**src/rtl/spi_transfer_controller.sv**
```systemverilog
// SPI transfer sequencer: frames one word with csN/sclk and strobes an external
// shift register to load, shift and read back the data.
module spi_transfer_controller #(
    parameter int unsigned MAX_WORD_SIZE = 16,
    parameter int unsigned DIV_WIDTH     = 8
) (
    input  logic                             clock,
    input  logic                             reset,
    input  logic                             start,
    input  logic [$clog2(MAX_WORD_SIZE)-1:0] wordSize,
    input  logic [DIV_WIDTH-1:0]             clkDiv,
    input  logic                             cpol,
    input  logic                             miso,
    output logic                             sclk,
    output logic                             csN,
    output logic                             srEnable,
    output logic                             srWrite,
    output logic                             srShift,
    output logic                             srRead,
    output logic                             srShiftIn,
    output logic                             busy,
    output logic                             done
);

    localparam int unsigned WS_W   = $clog2(MAX_WORD_SIZE);
    localparam int unsigned EDGE_W = WS_W + 1;

    typedef enum logic [2:0] {
        IDLE   = 3'd0,
        LOAD   = 3'd1,
        LEAD   = 3'd2,
        ACTIVE = 3'd3,
        TRAIL  = 3'd4,
        READ   = 3'd5,
        DONE   = 3'd6
    } state_t;

    state_t              state_q;
    logic [WS_W-1:0]     ws_q;
    logic [DIV_WIDTH-1:0] div_q;
    logic [DIV_WIDTH-1:0] cnt_q;
    logic [EDGE_W-1:0]   edge_q;
    logic                sclk_q;
    logic                csn_q;
    logic                sren_q;
    logic                srwr_q;
    logic                srsh_q;
    logic                srrd_q;
    logic                srsi_q;
    logic                busy_q;
    logic                done_q;

    logic                half_done_c;
    logic                last_edge_c;

    // Half-period expiry and "next toggle is the final trailing edge" flags.
    // edge_q holds the 0-based index of the most recent visible edge.
    assign half_done_c = (cnt_q == div_q);
    assign last_edge_c = (edge_q == {ws_q, 1'b0});

    // Transfer sequencer with all outputs registered alongside the state.
    always_ff @(posedge clock or posedge reset) begin
        if (reset) begin
            state_q <= IDLE;
            ws_q    <= '0;
            div_q   <= '0;
            cnt_q   <= '0;
            edge_q  <= '0;
            sclk_q  <= 1'b0;
            csn_q   <= 1'b1;
            sren_q  <= 1'b0;
            srwr_q  <= 1'b0;
            srsh_q  <= 1'b0;
            srrd_q  <= 1'b0;
            srsi_q  <= 1'b0;
            busy_q  <= 1'b0;
            done_q  <= 1'b0;
        end else begin
            srwr_q <= 1'b0;
            srsh_q <= 1'b0;
            srrd_q <= 1'b0;
            done_q <= 1'b0;
            case (state_q)
                IDLE: begin
                    sclk_q <= cpol;
                    if (start) begin
                        ws_q    <= wordSize;
                        div_q   <= clkDiv;
                        csn_q   <= 1'b0;
                        sren_q  <= 1'b1;
                        srwr_q  <= 1'b1;
                        busy_q  <= 1'b1;
                        state_q <= LOAD;
                    end
                end
                LOAD: begin
                    cnt_q   <= '0;
                    state_q <= LEAD;
                end
                LEAD: begin
                    if (half_done_c) begin
                        cnt_q   <= '0;
                        edge_q  <= '0;
                        sclk_q  <= ~sclk_q;
                        srsi_q  <= miso;
                        state_q <= ACTIVE;
                    end else begin
                        cnt_q <= cnt_q + DIV_WIDTH'(1);
                    end
                end
                ACTIVE: begin
                    if (half_done_c) begin
                        cnt_q  <= '0;
                        sclk_q <= ~sclk_q;
                        edge_q <= edge_q + EDGE_W'(1);
                        if (edge_q[0]) begin
                            srsi_q <= miso;
                        end else begin
                            srsh_q <= 1'b1;
                        end
                        if (last_edge_c) begin
                            state_q <= TRAIL;
                        end
                    end else begin
                        cnt_q <= cnt_q + DIV_WIDTH'(1);
                    end
                end
                TRAIL: begin
                    if (half_done_c) begin
                        cnt_q   <= '0;
                        csn_q   <= 1'b1;
                        srrd_q  <= 1'b1;
                        state_q <= READ;
                    end else begin
                        cnt_q <= cnt_q + DIV_WIDTH'(1);
                    end
                end
                READ: begin
                    sren_q  <= 1'b0;
                    done_q  <= 1'b1;
                    state_q <= DONE;
                end
                DONE: begin
                    sclk_q  <= cpol;
                    busy_q  <= 1'b0;
                    state_q <= IDLE;
                end
                default: begin
                    state_q <= IDLE;
                end
            endcase
        end
    end

    assign sclk      = sclk_q;
    assign csN       = csn_q;
    assign srEnable  = sren_q;
    assign srWrite   = srwr_q;
    assign srShift   = srsh_q;
    assign srRead    = srrd_q;
    assign srShiftIn = srsi_q;
    assign busy      = busy_q;
    assign done      = done_q;

endmodule

```
**config.mk**
```make
export PLATFORM = sky130hd
export DESIGN_NAME = spi_transfer_controller
export DESIGN_NICKNAME = d
export VERILOG_FILES = /design/src/rtl/spi_transfer_controller.sv
export SDC_FILE = /design/constraint.sdc
export NUM_CORES = 1
export LEC_CHECK = 0
export BUFFER_PORTS_ARGS = -buffer_cell sky130_fd_sc_hd__buf_2
export CAP_MARGIN = 20
export CORE_MARGIN = 10
export CORE_UTILIZATION = 53
export CTS_BUF_LIST = sky130_fd_sc_hd__clkbuf_2
export CTS_CLUSTER_SIZE = 30
export DETAILED_ROUTE_END_ITERATION = 7
export MAX_ROUTING_LAYER = met4
export PLACE_DENSITY_LB_ADDON = 0.1
export RECOVER_POWER = 50
export SYNTH_ARGS = -nofsm -noshare
export SYNTH_HDL_FRONTEND = slang
export SYNTH_SLANG_ARGS = --single-unit
```
**constraint.sdc**
```tcl
create_clock -name clock -period 1.9 [get_ports clock]
set_input_delay 0.475 -clock clock [delete_from_list [all_inputs] [get_ports clock]]
set_output_delay 0.475 -clock clock [all_outputs]
set_load 0.05 [all_outputs]
```
==> flow_summary.json, run 1 <==
{
  "ys.warnings.count": 0,
  "grt_pass1_vias": 1373,
  "yosysTopAreaCell": "dfrtp_1",
  "numCtsBuffers": 5,
  "synth-edff-count": 0,
  "cp-end-kind": "flop",
  "fin_hold_ws_ns": 0.300,
  "r2r-start": "cnt_q[4]",
  "setup_viol": 0,
  "antenna_found_initial": 0,
  "htreeDepth": 2,
  "die-area_mm2": 0.00608,
  "fin_crit_sh_pct": 97.6,
  "min_to": "div_q[4]",
  "drt_iter0_drc": 80,
  "clk_latency_ns": 0.40,
  "io_buffers": 25,
  "clk_pin_slew_ns": 0.19,
  "worst_ep_arrival_time_ns": 2.16,
  "initial_core_util_pct": 54.3,
  "drt-met1-wl_mm": 1.71,
  "critPathLaunchType": "flop",
  "avgRoutedWirePerCell_um": 15.5,
  "hold_class": "in2reg",
  "p_leak_nw": 1.02,
  "worstHoldStart": "clkDiv[4]",
  "area_growth_syn_to_layout_pct": 18.6,
  "critPathMaxFanout": 7,
  "die-height_um": 78,
  "syn_nets": 180,
  "synth_area_per_cell_um2": 11.1,
  "routed_via_density": 5.46,
  "wl_met3_um": 180,
  "nFillCells": 262,
  "synth_ff_type": "dfrtp_1",
  "num_vias": 1365,
  "worstHoldPathCells": 2,
  "r2r_cells": 6,
  "ios": 26,
  "drcViolationCount": 0,
  "maxCapViolCount": 0,
  "antenna_cells": 0,
  "worst_pin_slew_ns": 0.909,
  "status": "finished clean",
  "hold_viol": 0,
  "yosysSeqAreaShare_pct": 52.0,
  "synth_async_sr_flop_share_pct": 100,
  "fmax_ghz": 0.539,
  "ys_types": 37,
  "synthMostInstantiatedCell": "dfrtp_1",
  "grt_max_degree": 38,
  "period_minus_slack_ns": 1.85,
  "firstDrtPassIters": 4,
  "fin_skew_ns": 0.0253,
  "cts-root-buf": "clkbuf_2",
  "syn_area_mm2": 0.00178,
  "die_width_um": 78,
  "synth_top_area_share_pct": 50.5,
  "detail-route-antenna-nets": 0,
  "grt_usage_pct": 13.4,
  "cts_buffer_depth": 2,
  "place_hpwl_mm": 2.80,
  "coreArea_mm2": 0.00328,
  "drive_gt1_share_pct": 36.3,
  "relSlewSlack_pct": 39.4,
  "top_layer_used": "met4",
  "synth_area_leaders": "dfrtp_1 51%, mux2_2 8.8%, xor2_1 5.4%",
  "worstReg2RegEnd": "sclk",
  "power_density_mw_per_mm2": 1100,
  "grt_pass1_wl_mm": 6.34,
  "crit_type": "reg2reg",
  "crit_required_ns": 2.20,
  "clock_sinks": 37,
  "cts_hold_buf": 0,
  "maxSlewViolCount": 0,
  "gp_congestion": 0.786,
  "grt_overflow": 0,
  "ir_worst_vdd_uv": 526,
  "netlist_top_cells_count": "36 x dfrtp_1, 14 x mux2_2, 12 x nand2_1, 11 x xor2_1",
  "tns_ns": 0,
  "syn_inst": 161,
  "cts_tree": "done",
  "rows": 21,
  "drt-total-wl_mm": 3.88,
  "synth-seq-cells": 37,
  "wl_met2_mm": 1.91,
  "r2r_slack_ns": 0.05,
  "nNetsFinal": 222
}
[cells in the final DEF (no fill, tap or decap), drive strengths merged, types with 6 or more instances in the layout]
master  synthesis  routed
a31oi           6       6
nor2            6       6
xor2           11      11
mux2           14      14
clkbuf          1       8
dfrtp          36      36
a21oi          10      10
inv             7       7
nand2          12      12
buf             6      41
nand3           9       9
[sequential cells by signal, indices dropped and copies added (netlist names)]
signal and flops:
srShiftIn 1, srEnable 1, sclk 1, cnt_q 8
edge_q 5, srShift 1, csN 1, busy 1
srRead 1, state_q 3, srWrite 1, div_q 8
done 1, ws_q 4
[through the flow]
stage / area (um2) / setup slack [ns] / cells / total power [W] / utilization [%]
6_report: 2110 / 0.0457 / 250 / 0.00232 / 64.4
3_5_place_dp: 2020 / -0.104 / 237 / 0.00189 / 61.4
3_3_place_gp: 2020 / -0.0672 / 237 / 0.00185 / 61.4
4_1_cts: 2090 / 0.0230 / 248 / 0.00229 / 63.7
2_1_floorplan: 1780 / 0.174 / 161 / 0.00165 / -
5_1_grt: 2110 / -0.00479 / 250 / 0.00248 / 64.4
[worst max-delay path by stage]
stage	from	endpoint	slack [ns]	cells past startpoint
floorplan	cnt_q[3]	srShiftIn	0.17	6
global placement	cnt_q[7]	edge_q[4]	-0.07	5
detailed placement	cnt_q[7]	edge_q[4]	-0.10	5
CTS	cnt_q[4]	edge_q[4]	0.02	6
global route	cnt_q[4]	edge_q[4]	-0.005	6
finish	cnt_q[4]	sclk	0.05	6
[cell type report]
type / count / area (um2) / share of cell area (%)
Inverter: 7 / 26.3 / 1.24
Clock inverter: 1 / 3.75 / 0.178
Tap cell: 46 / 57.6 / 2.72
Multi-Input combinational cell: 110 / 813 / 38.5
Clock buffer: 7 / 35.0 / 1.66
Sequential cell: 37 / 928 / 43.9
Timing Repair Buffer: 42 / 250 / 11.8
[report_power, final]
| part | switching (W) | total, W | internal, W |
|---|---|---|---|
| Sequential | 0.000161 | 0.00112 | 0.000959 |
| Clock | 0.000255 | 0.000354 | 0.0000985 |
| Combinational | 0.000434 | 0.000849 | 0.000415 |
| Total | 0.000850 | 0.00232 | 0.00147 |
[worst max-delay path, cell delays in order (launching register included)]
cell     delay, ns
dfrtp_2       0.48
xor2_1        0.16
nor4_2        0.25
buf_4         0.19
and2_1        0.30
a31oi_1       0.13
o221a_2       0.26
[routing by layer]
| metal | up-vias | global-route usage [%] |
|---|---|---|
| li1 | 663 | - |
| met1 | 662 | 15.7 |
| met2 | 33 | 20.5 |
| met3 | 7 | 4.95 |
| met4 | 0 | 5.56 |
| met5 | - | - |
[what timing repair did]
action / CTS / global route
gates cloned: 0 / 0
setup buffers: 3 / 2
setup endpoints to repair: 5 / 4
pin swaps: 2 / 0
gates resized for setup: 3 / 2
[logic make-up after synthesis]
family	Yosys count	share of synthesized area (%)
fa+ha+maj	2	1.40
mux	14	8.84
simple gates	43	12.9
flops	37	52.0
xor+xnor	15	7.37
compound gates	36	13.8
buf+inv	14	3.72
(Power assumes the default switching activity.)
==> run 2, diff against run 1 <==
--- a/config.mk
+++ b/config.mk
@@ -8,7 +8,7 @@
 export BUFFER_PORTS_ARGS = -buffer_cell sky130_fd_sc_hd__buf_2
 export CAP_MARGIN = 20
 export CORE_MARGIN = 10
-export CORE_UTILIZATION = 53
+export CORE_UTILIZATION = 55
 export CTS_BUF_LIST = sky130_fd_sc_hd__clkbuf_2
 export CTS_CLUSTER_SIZE = 30
 export DETAILED_ROUTE_END_ITERATION = 7
==> constraint.sdc (replaced) <==
create_clock -name clock -period 2.3 [get_ports clock]
set_input_delay 0.575 -clock clock [delete_from_list [all_inputs] [get_ports clock]]
set_output_delay 0.575 -clock clock [all_outputs]
set_load 0.05 [all_outputs]
==> run 2 against run 1 <==
Sequential power is 16% lower. Via count is 3.4% lower. Flip-flop and latch count stayed put. Clock-buffer cell count is 2 lower. First-iteration DRC count is 54% higher. Sequential share of layout area is 2.6 points higher. Power is 24% lower. Cell area is 5.7% lower. Maximum frequency is 3.8% lower. Critical endpoint is now edge_q[4]. Largest power group unchanged.
==> flow_summary.json, run 2 (synthesis results as in run 1) <==
{
  "fin_crit_sh_pct": 83.8,
  "numCtsBuffers": 5,
  "antenna_cells": 0,
  "area_growth_syn_to_layout_pct": 11.8,
  "worst_ep_arrival_time_ns": 2.25,
  "grt_util_met2_pct": 20.8,
  "die-area_mm2": 0.00592,
  "routed_via_density": 5.58,
  "worst_pin_slew_ns": 1.13,
  "maxSlewViolCount": 0,
  "busiest_layer": "met2",
  "clock_sinks": 37,
  "hold_viol": 0,
  "critPathMaxFanout": 7,
  "cts-root-buf": "clkbuf_2",
  "crit_required_ns": 2.62,
  "crit_type": "reg2reg",
  "p_leak_nw": 0.951,
  "use_met3_pct": 3.61,
  "maxCapViolCount": 0,
  "cp-end-kind": "flop",
  "place_worst_setup_slack_ns": 0.385,
  "tns_ns": 0,
  "use_met1_pct": 14.4,
  "rsz0062_at_grt": "false",
  "largest_registers": "cnt_q: 8 flops, div_q: 8 flops, edge_q: 5 flops",
  "coreArea_mm2": 0.00308,
  "ios": 26,
  "die-height_um": 76.9,
  "detail-route-antenna-nets": 0,
  "setup_viol": 0,
  "fin_cells": 236,
  "critPathLaunch": "cnt_q[3]",
  "drive_gt1_share_pct": 29.2,
  "htreeDepth": 2,
  "hold_class": "in2async",
  "grt_usage_pct": 12.9,
  "initial_core_util_pct": 57.9,
  "cts_setup_buffers": 0,
  "drcViolationCount": 0,
  "drt-total-wl_mm": 3.47,
  "firstDrtPassIters": 4,
  "r2r-start": "cnt_q[3]",
  "rows": 20,
  "r2r_cells": 5,
  "num_vias": 1318,
  "clk_pin_slew_ns": 0.20,
  "worstReg2RegEnd": "edge_q[4]",
  "relSlewSlack_pct": 24.4,
  "period_minus_slack_ns": 1.93,
  "cts_tree": "done",
  "cts_buffer_depth": 2,
  "antenna_found_initial": 0,
  "gp_congestion": 0.831,
  "clk_latency_ns": 0.39,
  "nNetsFinal": 210,
  "placedCellCount": 228,
  "power_density_mw_per_mm2": 888,
  "grt_pass1_vias": 1334,
  "final_cell_mix": "36 x dfrtp_1, 24 x buf_2, 14 x mux2_2",
  "grt_overflow": 0,
  "ir_worst_vdd_uv": 507,
  "cts_hold_buf": 0,
  "status": "finished clean",
  "io_buffers": 25,
  "critPathLaunchType": "flop",
  "r2r_slack_ns": 0.37,
  "fin_skew_ns": 0.0216,
  "grt_pass1_wl_mm": 6.07,
  "avgRoutedWirePerCell_um": 14.7,
  "drt_iter0_drc": 123,
  "layout_commonest_cell": "dfrtp_1",
  "cts-resized-gates": 0,
  "place_hpwl_mm": 2.64,
  "setup_ws_ns": 0.373,
  "grt_max_degree": 23,
  "die_width_um": 76.9,
  "fmax_ghz": 0.519
}
## run 2: changes by cell type in the layout (fill, tap and decap cells not counted), sizes merged
cell / delta
clkbuf: -1
buf: -13
clkinv: +2
## run 2: worst max path at each step
stage	end	slack (ns)	cells past startpoint
2_1_floorplan	srShiftIn	0.57	6
3_3_place_gp	edge_q[3]	0.44	5
3_5_place_dp	edge_q[3]	0.39	5
4_1_cts	edge_q[3]	0.34	5
5_1_grt	edge_q[4]	0.24	5
6_report	edge_q[4]	0.37	5
## run 2: cell type report
type                       instances  area (um2)
clock buffer                       5        25.0
inverter                           7        26.3
fill                             255        1080
timing repair buffer              30         158
sequential                        37         927
multi-input combinational        110         790
clock inverter                     3        12.5
tap                               44        55.1
## run 2: worst max-delay path, stage by stage, from the launching register on
cell and delay, ns:
dfrtp_1 0.46, xor2_1 0.17, nor4_2 0.38, nand3_1 0.27
or4_1 0.52, o21ai_1 0.08
## run 2: power breakdown
group,internal (W),switching [W],total (W),leakage [nW]
Combinational,0.000257,0.000289,0.000546,0.484
Sequential,0.000790,0.000153,0.000943,0.439
Clock,0.0000666,0.000214,0.000280,0.0278
Total,0.00111,0.000655,0.00177,0.951
## run 2: layer usage
metal  wire length (um)  vias to the layer above
li1                   -                      638
met1               1560                      641
met2               1670                       33
met3                189                        6
met4                 49                        0
met5                  0                        -
## run 2: per-stage QoR
stage                     total power, W  util (%)  hold WS (ns)  instance area, um2
after floorplan                  0.00137         -         0.472                1780
after CTS                        0.00178      65.3         0.252                2010
after global placement           0.00147      64.1         0.485                1970
after global routing             0.00190      64.8         0.226                1990
final                            0.00177      64.8         0.202                1990
after detailed placement         0.00151      64.1         0.489                1970
==> run 3, diff against run 2 <==
--- a/config.mk
+++ b/config.mk
@@ -5,10 +5,11 @@
 export SDC_FILE = /design/constraint.sdc
 export NUM_CORES = 1
 export LEC_CHECK = 0
+export ABC_AREA = 1
 export BUFFER_PORTS_ARGS = -buffer_cell sky130_fd_sc_hd__buf_2
 export CAP_MARGIN = 20
 export CORE_MARGIN = 10
-export CORE_UTILIZATION = 55
+export CORE_UTILIZATION = 53
 export CTS_BUF_LIST = sky130_fd_sc_hd__clkbuf_2
 export CTS_CLUSTER_SIZE = 30
 export DETAILED_ROUTE_END_ITERATION = 7
==> constraint.sdc (replaced) <==
create_clock -name clock -period 1.74 [get_ports clock]
set_input_delay 0.435 -clock clock [delete_from_list [all_inputs] [get_ports clock]]
set_output_delay 0.435 -clock clock [all_outputs]
set_load 0.05 [all_outputs]
==> run 3 against run 2 <==
Clock skew barely moved. First-iteration DRC count shrank 19%. Via count up 17%. Setup slack lost 0.27 ns. Largest power group is now combinational cells.
==> flow_summary.json, run 3 <==
{
  "numCtsBuffers": 5,
  "worst_pin_slew_ns": 0.909,
  "syn_nets": 244,
  "maxSlewViolCount": 0,
  "synth_area_per_cell_um2": 8.49,
  "clk_latency_ns": 0.40,
  "synth_area_leaders": "dfrtp_1 47%, nand2_1 14%, inv_1 4.5%",
  "routed_via_density": 5.08,
  "die-area_mm2": 0.00641,
  "setup_viol": 0,
  "synth_async_sr_flop_share_pct": 100,
  "num_vias": 1544,
  "cts_buffer_depth": 2,
  "detail-route-antenna-nets": 0,
  "synth_simple_gate_area_share_pct": 26.9,
  "r2r-start": "state_q[0]",
  "worstReg2RegEnd": "ws_q[2]",
  "status": "finished clean",
  "grt_usage_pct": 13.4,
  "yosysTopAreaCell": "dfrtp_1",
  "ir_worst_vdd_uv": 806,
  "layout_commonest_cell": "nand2_1",
  "min_to": "div_q[5]",
  "fin_util_pct": 62.5,
  "synth_top_area_share_pct": 47.2,
  "fin_crit_sh_pct": 94.3,
  "nNetsFinal": 276,
  "cp_num_buf_inv": 1,
  "critPathLaunchType": "flop",
  "synth_ff_type": "dfrtp_1",
  "synth_top_family_by_area": "simple AND/OR/NAND/NOR gates",
  "antenna_found_initial": 0,
  "hold_viol": 0,
  "syn_inst": 225,
  "coreArea_mm2": 0.00342,
  "cts-resized-gates": 0,
  "tns_ns": 0,
  "drt-total-wl_mm": 3.83,
  "cts_tree": "done",
  "ios": 26,
  "netlist_top_cells_count": "71 x nand2_1, 36 x dfrtp_1, 23 x inv_1, 12 x nand3_1, 12 x nor2_1",
  "rows": 21,
  "critPathLaunch": "csN",
  "drcViolationCount": 0,
  "cts_setup_buffers": 0,
  "synth-edff-count": 0,
  "synth-seq-cells": 37,
  "timing.critical_path.slowest_stage_cell": "dfstp_2",
  "ys.warnings.count": 0,
  "largest_registers": "cnt_q: 8 flops, div_q: 8 flops, edge_q: 5 flops",
  "r2r_slack_ns": 0.25,
  "cp-end-kind": "output port",
  "worstHoldPathCells": 3,
  "io_buffers": 25,
  "synth_compound_area_share_pct": 9.95,
  "clk_pin_slew_ns": 0.20,
  "htreeDepth": 2,
  "grt_pass1_vias": 1448,
  "maxCapViolCount": 0,
  "avgRoutedWirePerCell_um": 12.6,
  "grt_overflow": 0,
  "worst_ep_arrival_time_ns": 1.21,
  "cts_hold_buf": 0,
  "p_leak_nw": 1.09,
  "period_minus_slack_ns": 1.64,
  "critPathMaxFanout": 2,
  "drive_gt1_share_pct": 23.6,
  "die_width_um": 80.0,
  "drt_iter0_drc": 100,
  "synth-xor-area-share_pct": 5.50,
  "critPathTopFamily": "flip-flops",
  "place_hpwl_mm": 2.89,
  "final_cell_mix": "71 x nand2_1, 36 x dfrtp_1, 25 x buf_2",
  "gp_congestion": 0.863,
  "max_stage_delay_ns": 0.57,
  "relSlewSlack_pct": 39.4,
  "synth-adder-area-share_pct": 1.31,
  "die-height_um": 80.0,
  "p_total_w": 0.00346,
  "worstPathCellList": "buf_2",
  "fmax_ghz": 0.610,
  "grt_max_degree": 38,
  "area_growth_syn_to_layout_pct": 11.7,
  "grt_pass1_wl_mm": 6.59,
  "clock_sinks": 37,
  "crit_type": "reg2out",
  "yosysSeqAreaShare_pct": 48.5,
  "crit_required_ns": 1.30,
  "antenna_cells": 0,
  "rsz0062_at_grt": "false",
  "cts-root-buf": "clkbuf_2",
  "firstDrtPassIters": 4,
  "r2r_cells": 6,
  "worstHoldStart": "clkDiv[5]",
  "synthMuxAreaShare_pct": 0.524,
  "ys_types": 27,
  "power_density_mw_per_mm2": 1620,
  "hold_class": "in2reg",
  "crit_cells": 1,
  "fin_skew_ns": 0.0214,
  "synthMostInstantiatedCell": "nand2_1",
  "syn_area_mm2": 0.00191,
  "initial_core_util_pct": 55.9
}
## run 3: worst max path at each step
| stage | slack [ns] | to |
|---|---|---|
| final | 0.1 | csN |
| after global routing | 0.04 | csN |
| after CTS | 0.07 | csN |
| after detailed placement | 0.28 | state_q[1] |
| after global placement | 0.29 | state_q[0] |
| after floorplan | 0.47 | busy |
## run 3: layout make-up
| type | instances | area [um2] |
|---|---|---|
| clock buffers | 5 | 25.0 |
| clock inverters | 3 | 12.5 |
| fillers | 326 | 1280 |
| inverters | 31 | 116 |
| multi-input cells | 155 | 845 |
| flip-flops and latches | 37 | 927 |
| well taps | 46 | 57.6 |
| repair buffers | 27 | 150 |
## run 3: logic make-up (layout without fill, tap and decap cells)
kind of cell               Yosys count  after routing
adders and majority gates            2              2
xor gates and xnor gates            12             12
and+or+nand+nor                    110            110
buffers and inverters               33             66
AOI/OAI and AO/OA                   30             30
DFF                                 37             37
muxes                                1              1
## run 3: per-stage QoR
step                worst slack, ns  hold WS, ns  area, um2  std cells
global route                 0.0425        0.200       2130        304
finish                       0.0996        0.224       2130        304
floorplan                     0.469        0.461       1910        225
detailed placement            0.285        0.468       2100        296
global placement              0.292        0.467       2100        296
CTS                          0.0723       0.0948       2140        304
## run 3: where the power goes
part / switching, W / internal [W] / total (W)
Clock: 0.000287 / 0.0000879 / 0.000375
Combinational: 0.00114 / 0.000608 / 0.00175
Sequential: 0.000212 / 0.00112 / 0.00134
## run 3: metal layers
layer | routed length (um) | part of all wire, % | GRT usage [%] | vias up
met1 | 1920 | 50 | 17.2 | 726
li1 | - | - | - | 780
met4 | 55 | 1.4 | 4.75 | 0
met5 | 0 | 0 | - | -
met3 | 193 | 5.0 | 4.84 | 6
met2 | 1660 | 43 | 18.8 | 32
